`config.mk`:
```
export PLATFORM = sky130hd
export DESIGN_NAME = psx_poll_scheduler
export DESIGN_NICKNAME = d
export VERILOG_FILES = /design/src/rtl/psx_poll_scheduler.sv
export SDC_FILE = /design/constraint.sdc
export NUM_CORES = 1
export LEC_CHECK = 0
export CORE_ASPECT_RATIO = 0.5
export CORE_UTILIZATION = 45
export DETAILED_ROUTE_END_ITERATION = 10
export GPL_ROUTABILITY_DRIVEN = 0
export HOLD_SLACK_MARGIN = 0.08
export PLACE_DENSITY = 0.69
export REMOVE_ABC_BUFFERS = 1
export SYNTH_ARGS = -nofsm -noshare
export SYNTH_HDL_FRONTEND = slang
export SYNTH_SLANG_ARGS = --single-unit
export TNS_END_PERCENT = 50
```
`constraint.sdc`:
```
create_clock -name clk -period 5.7 [get_ports clk]
set_input_delay 0.855 -clock clk [delete_from_list [all_inputs] [get_ports clk]]
set_output_delay 0.855 -clock clk [all_outputs]
set_load 0.01 [all_outputs]
```
`src/rtl/psx_poll_scheduler.sv`:
```
// PlayStation pad poll scheduler: walks the enabled ports, runs a 5-byte poll
// on a shared serial engine, validates the reply and latches button state.
module psx_poll_scheduler #(
    parameter int unsigned ATT_SETUP = 50,
    parameter int unsigned ATT_HOLD  = 50,
    parameter int unsigned TIMEOUT   = 4095,
    parameter int unsigned MAX_RETRY = 2
) (
    input  logic        clk,
    input  logic        rst,
    input  logic        poll_tick,
    input  logic [1:0]  port_en,
    output logic        eng_start,
    output logic [3:0]  eng_bytes,
    input  logic        eng_ready,
    input  logic        eng_err,
    input  logic        rx_valid,
    input  logic [7:0]  rx_byte,
    output logic [7:0]  cmd_byte,
    output logic [1:0]  att_n,
    output logic [15:0] pad0_buttons,
    output logic [15:0] pad1_buttons,
    output logic [1:0]  pad_valid,
    output logic        busy
);

    localparam int unsigned DLY_MAX = (ATT_SETUP > ATT_HOLD) ? ATT_SETUP : ATT_HOLD;
    localparam int unsigned DLY_W   = (DLY_MAX > 1) ? $clog2(DLY_MAX) : 1;
    localparam int unsigned RTY_W   = (MAX_RETRY > 0) ? $clog2(MAX_RETRY + 1) : 1;
    localparam int unsigned TMO_W   = 12;
    localparam int unsigned CNT_W   = 3;

    typedef enum logic [2:0] {
        S_IDLE, S_SEL, S_START, S_WAIT, S_CHECK, S_FAIL, S_HOLD
    } state_t;

    state_t             state_q, state_d;
    logic               port_q, port_d;
    logic               pend_q, pend_d;
    logic               redo_q, redo_d;
    logic [DLY_W-1:0]   dly_q, dly_d;
    logic [TMO_W-1:0]   tmo_q, tmo_d;
    logic [CNT_W-1:0]   cnt_q, cnt_d;
    logic [RTY_W-1:0]   rty_q, rty_d;
    logic [4:1][7:0]    rx_q, rx_d;
    logic [15:0]        btn0_q, btn0_d, btn1_q, btn1_d;
    logic [1:0]         valid_q, valid_d;
    logic [1:0]         att_q, att_d;
    logic               start_q, start_d;
    logic               busy_q, busy_d;

    // Next-state, datapath and registered-output computation
    always_comb begin
        state_d = state_q;
        port_d  = port_q;
        pend_d  = pend_q;
        redo_d  = redo_q;
        dly_d   = dly_q;
        tmo_d   = tmo_q;
        cnt_d   = cnt_q;
        rty_d   = rty_q;
        rx_d    = rx_q;
        btn0_d  = btn0_q;
        btn1_d  = btn1_q;
        valid_d = valid_q;

        case (state_q)
            S_IDLE: begin
                if (pend_q) begin
                    pend_d = 1'b0;
                    dly_d  = '0;
                    if (port_en[0]) begin
                        port_d  = 1'b0;
                        state_d = S_SEL;
                    end else if (port_en[1]) begin
                        port_d  = 1'b1;
                        state_d = S_SEL;
                    end
                end
            end
            S_SEL: begin
                if (dly_q == DLY_W'(ATT_SETUP - 1)) begin
                    state_d = S_START;
                end else begin
                    dly_d = dly_q + DLY_W'(1);
                end
            end
            S_START: begin
                cnt_d   = '0;
                tmo_d   = '0;
                state_d = S_WAIT;
            end
            S_WAIT: begin
                if (rx_valid && (cnt_q < CNT_W'(5))) begin
                    case (cnt_q)
                        CNT_W'(1): rx_d[1] = rx_byte;
                        CNT_W'(2): rx_d[2] = rx_byte;
                        CNT_W'(3): rx_d[3] = rx_byte;
                        CNT_W'(4): rx_d[4] = rx_byte;
                        default:   ;
                    endcase
                    cnt_d = cnt_q + CNT_W'(1);
                end
                // Error beats a simultaneous ready
                if (eng_err) begin
                    state_d = S_FAIL;
                end else if (eng_ready) begin
                    state_d = S_CHECK;
                end else if (tmo_q == TMO_W'(TIMEOUT - 1)) begin
                    state_d = S_FAIL;
                end else begin
                    tmo_d = tmo_q + TMO_W'(1);
                end
            end
            S_CHECK: begin
                if ((cnt_q == CNT_W'(5)) && (rx_q[1] == 8'h41) && (rx_q[2] == 8'h5A)) begin
                    if (port_q) begin
                        btn1_d = ~{rx_q[4], rx_q[3]};
                    end else begin
                        btn0_d = ~{rx_q[4], rx_q[3]};
                    end
                    valid_d[port_q] = 1'b1;
                    rty_d   = '0;
                    redo_d  = 1'b0;
                    dly_d   = '0;
                    state_d = S_HOLD;
                end else begin
                    state_d = S_FAIL;
                end
            end
            S_FAIL: begin
                if (rty_q < RTY_W'(MAX_RETRY)) begin
                    rty_d  = rty_q + RTY_W'(1);
                    redo_d = 1'b1;
                end else begin
                    valid_d[port_q] = 1'b0;
                    rty_d  = '0;
                    redo_d = 1'b0;
                end
                dly_d   = '0;
                state_d = S_HOLD;
            end
            S_HOLD: begin
                if (dly_q == DLY_W'(ATT_HOLD - 1)) begin
                    dly_d  = '0;
                    redo_d = 1'b0;
                    if (redo_q) begin
                        state_d = S_SEL;
                    end else if (!port_q && port_en[1]) begin
                        port_d  = 1'b1;
                        state_d = S_SEL;
                    end else begin
                        state_d = S_IDLE;
                    end
                end else begin
                    dly_d = dly_q + DLY_W'(1);
                end
            end
            default: state_d = S_IDLE;
        endcase

        // A tick always lands in the single pending slot; repeats collapse
        if (poll_tick) begin
            pend_d = 1'b1;
        end

        att_d = 2'b11;
        if (state_d inside {S_SEL, S_START, S_WAIT, S_CHECK, S_FAIL}) begin
            att_d[port_d] = 1'b0;
        end
        start_d = (state_d == S_START);
        busy_d  = (state_d != S_IDLE);
    end

    always_ff @(posedge clk or negedge rst) begin
        if (!rst) begin
            state_q <= S_IDLE;
            port_q  <= 1'b0;
            pend_q  <= 1'b0;
            redo_q  <= 1'b0;
            dly_q   <= '0;
            tmo_q   <= '0;
            cnt_q   <= '0;
            rty_q   <= '0;
            rx_q    <= '0;
            btn0_q  <= '0;
            btn1_q  <= '0;
            valid_q <= '0;
            att_q   <= 2'b11;
            start_q <= 1'b0;
            busy_q  <= 1'b0;
        end else begin
            state_q <= state_d;
            port_q  <= port_d;
            pend_q  <= pend_d;
            redo_q  <= redo_d;
            dly_q   <= dly_d;
            tmo_q   <= tmo_d;
            cnt_q   <= cnt_d;
            rty_q   <= rty_d;
            rx_q    <= rx_d;
            btn0_q  <= btn0_d;
            btn1_q  <= btn1_d;
            valid_q <= valid_d;
            att_q   <= att_d;
            start_q <= start_d;
            busy_q  <= busy_d;
        end
    end

    // Command byte tracks the byte counter directly
    always_comb begin
        case (cnt_q)
            CNT_W'(0): cmd_byte = 8'h01;
            CNT_W'(1): cmd_byte = 8'h42;
            default:   cmd_byte = 8'h00;
        endcase
    end

    assign eng_bytes    = 4'd5;
    assign eng_start    = start_q;
    assign att_n        = att_q;
    assign busy         = busy_q;
    assign pad_valid    = valid_q;
    assign pad0_buttons = btn0_q;
    assign pad1_buttons = btn1_q;

endmodule

```
==> metrics <==
status complete, no violations; worst slack, placed 2.87 ns; Routed WL 8.29 mm; critical path class flop to flop; post-detailed-route DRC marker count 0; vias in the first global route ~3.0k; Yosys reg bits 99; htree depth 3; Syn Area/Cell between 10 and 15 um2; Port Buffers 56; Setup Fix Bufs, Post-CTS 0; Pre-antenna DRT Iters 6; Routed Antenna Nets 0; Synth Cell Area between 4000 and 5000 um2; initial antenna violation count 0; Die Ht about 73 um; fraction of layout cells with a size suffix above 1 13.8%; Worst Skew 0.0111 ns; Slew @ Worst Pin approximately 1.1 ns; first-pass GRT wire length 14.2 mm; Primary FF master, synth dfrtp_1; Required @ worst endpoint between 5 and 6 ns; die footprint between 10000 and 15000 um2; Final min period 2.67 ns; GRT Overall Usage 17.8%; DR iter-0 viols between 100 and 150; Leak Pwr 2.42 nW; largest net degree at the start of global routing 62; Crit Path Max Fanout 33; CTS resizes 0; Max Clock Freq 0.374 GHz; post-synthesis sequential area ratio 55.3%; Final Util a little under three fifths; die width between 100 and 150 um; Worst-path clk slew 0.07 ns; Antenna diodes 0; Longest Clk Path Bufs 2; grt ovf 0; Root Buffer clkbuf_16; vias per cell 5.07; Post-synth EDFFs 0; Critical Path Sink Type flop; CTS buffer count 9; Final Cell Area between 5000 and 6000 um2; filler cell count 820; io pins 66; row cnt 25; number of setup violations in the final report 0; Nets 492; Final WS setup ~3.0 ns; Cell Count, Final, Fillers Out 607; hold-fix buffers at CTS 0; placed inst area between 5000 and 6000 um2; Synth Warn # 0; maxcap violations 0; DR WL/cell between 10 and 15 um; Area Overhead vs Synth 20.1%; HPWL Detailed between 5 and 6 mm; final cycle utilization of the critical path 46.9%; Power Density around 290 nW/um2; Slew Limit Fails 0; Hold Vio Cnt, Final 0; via count between 3k and 4k; async set-reset flop share out of synthesis 100%; RSZ-0062 raised after global routing false; clk_lat worst skew 0.35 ns; max_slew headroom a little under a quarter; CP arrival between 2 and 3 ns; placed insts just under 600; CTS Sinks between 90 and 100; CTS tree built; Initial Util between 40% and 50%; final hold slack between 0.4 and 0.5 ns; Tot Pwr about 1.6 mW; Yosys cell types a little under 60; Worst Setup Start Kind flop; setup tns final 0 ns; Post-Synthesis Cells approximately 420; Peak VDD IR around 0.16 mV; worst hold-check path type primary input to async pin; Core ar. roughly 9500 um2
flip-flops by register name, indices dropped and copies added (netlist names), 2 cells and up, named ones only:
signal / flops
dly_q: 6
rty_q: 2
att_n: 2
state_q: 3
pad1_buttons: 16
tmo_q: 12
rx_q: 32
cnt_q: 3
pad0_buttons: 16
per-layer routing:
metal / track usage [%] / share of wire [%] / up-vias
met4: 5.62 / 1.1 / 0
met1: 23.6 / 49 / 1468
met3: 5.18 / 3.5 / 10
li1: - / - / 1547
met5: 0 / 0 / -
met2: 28.6 / 46 / 51
power breakdown:
part | switching (mW) | internal [mW] | total, mW
clock network | 0.274 | 0.302 | 0.576
registers | 0.0428 | 0.738 | 0.781
logic | 0.110 | 0.0931 | 0.203
worst max-delay path: stages (launching register included):
cell and delay, ns:
dfrtp_1 0.38, nor4b_1 0.34, nand3_1 0.19, nor2_1 0.27, nand3_1 0.86, o21ai_0 0.51
logic make-up (layout without fill, tap and decap cells):
group / count (synthesis) / in the layout / synth area share [%]
AND/OR/NAND/NOR: 151 / 151 / 17.3
flip-flops: 99 / 99 / 55.3
AO/OA/AOI/OAI: 80 / 80 / 10.8
multiplexers: 37 / 37 / 9.21
buffers and inverters: 35 / 84 / 4.13
adder cells (fa/ha/maj): 9 / 9 / 2.51
XOR/XNOR: 3 / 3 / 0.586
other: 2 / 9 / 0.168
cell type report:
class                      count  area (um2)  share of cell area, %
inverter                      11        41.3                  0.767
clock inverter                 7        57.6                   1.07
multi-input combinational    289        1840                   34.2
timing repair buffer          57         566                   10.5
clock buffer                   9         225                   4.19
sequential                    99        2480                   46.1
tap                          135         169                   3.14
Yosys cell counts, types with 9 or more instances:
library cell | instances | area [um2]
dfrtp_1 | 97 | 2430
nand2_1 | 66 | 248
o21ai_0 | 47 | 235
mux2_2 | 34 | 383
nand3_1 | 17 | 85.1
nor2_1 | 14 | 52.6
buf_4 | 12 | 90.1
a21oi_1 | 10 | 50.1
clkbuf_1 | 10 | 37.5
inv_1 | 10 | 37.5
ha_1 | 9 | 113
or3_1 | 9 | 56.3
placed cells by master (no fill, tap or decap), types with 2 or more instances in the layout:
cell type	Yosys	layout
a21oi_1	10	10
a2bb2oi_1	2	2
and3_1	2	2
buf_4	12	2
clkbuf_16	0	9
clkdlybuf4s50_1	0	55
clkinvlp_4	0	2
conb_1	2	9
dfrtp_1	97	97
dfstp_2	2	2
ha_1	9	9
inv_1	10	10
inv_6	0	2
mux2_2	34	34
mux2i_1	3	3
nand2_1	66	66
nand2b_1	5	5
nand3_1	17	17
nand4_1	4	4
nor2_1	14	14
nor2b_1	4	4
nor3_1	5	5
nor4_1	3	3
nor4b_1	2	2
nor4bb_1	2	2
o21ai_0	47	47
o21ai_1	2	2
o31ai_1	5	5
or2_1	2	2
or2_2	2	2
or3_1	9	9
or4_1	3	3
xor2_1	2	2
worst paths after layout:
| check | cells after the start | start | endpoint | slack, ns |
|---|---|---|---|---|
| worst max-delay path | 5 | rx_q[2] | pad0_buttons[5] | 3.03 |
| max in group asynchronous | 2 | rst | eng_start | 4.09 |
| worst min register to register | 1 | rx_q[25] | pad1_buttons[9] | 0.47 |
| min in group clk | 1 | rx_q[25] | pad1_buttons[9] | 0.47 |
| worst min-delay path | 1 | rst | pad0_buttons[0] | 0.46 |
| worst max register to register | 5 | rx_q[2] | pad0_buttons[5] | 3.03 |
Power figures use the tool's default switching activity.
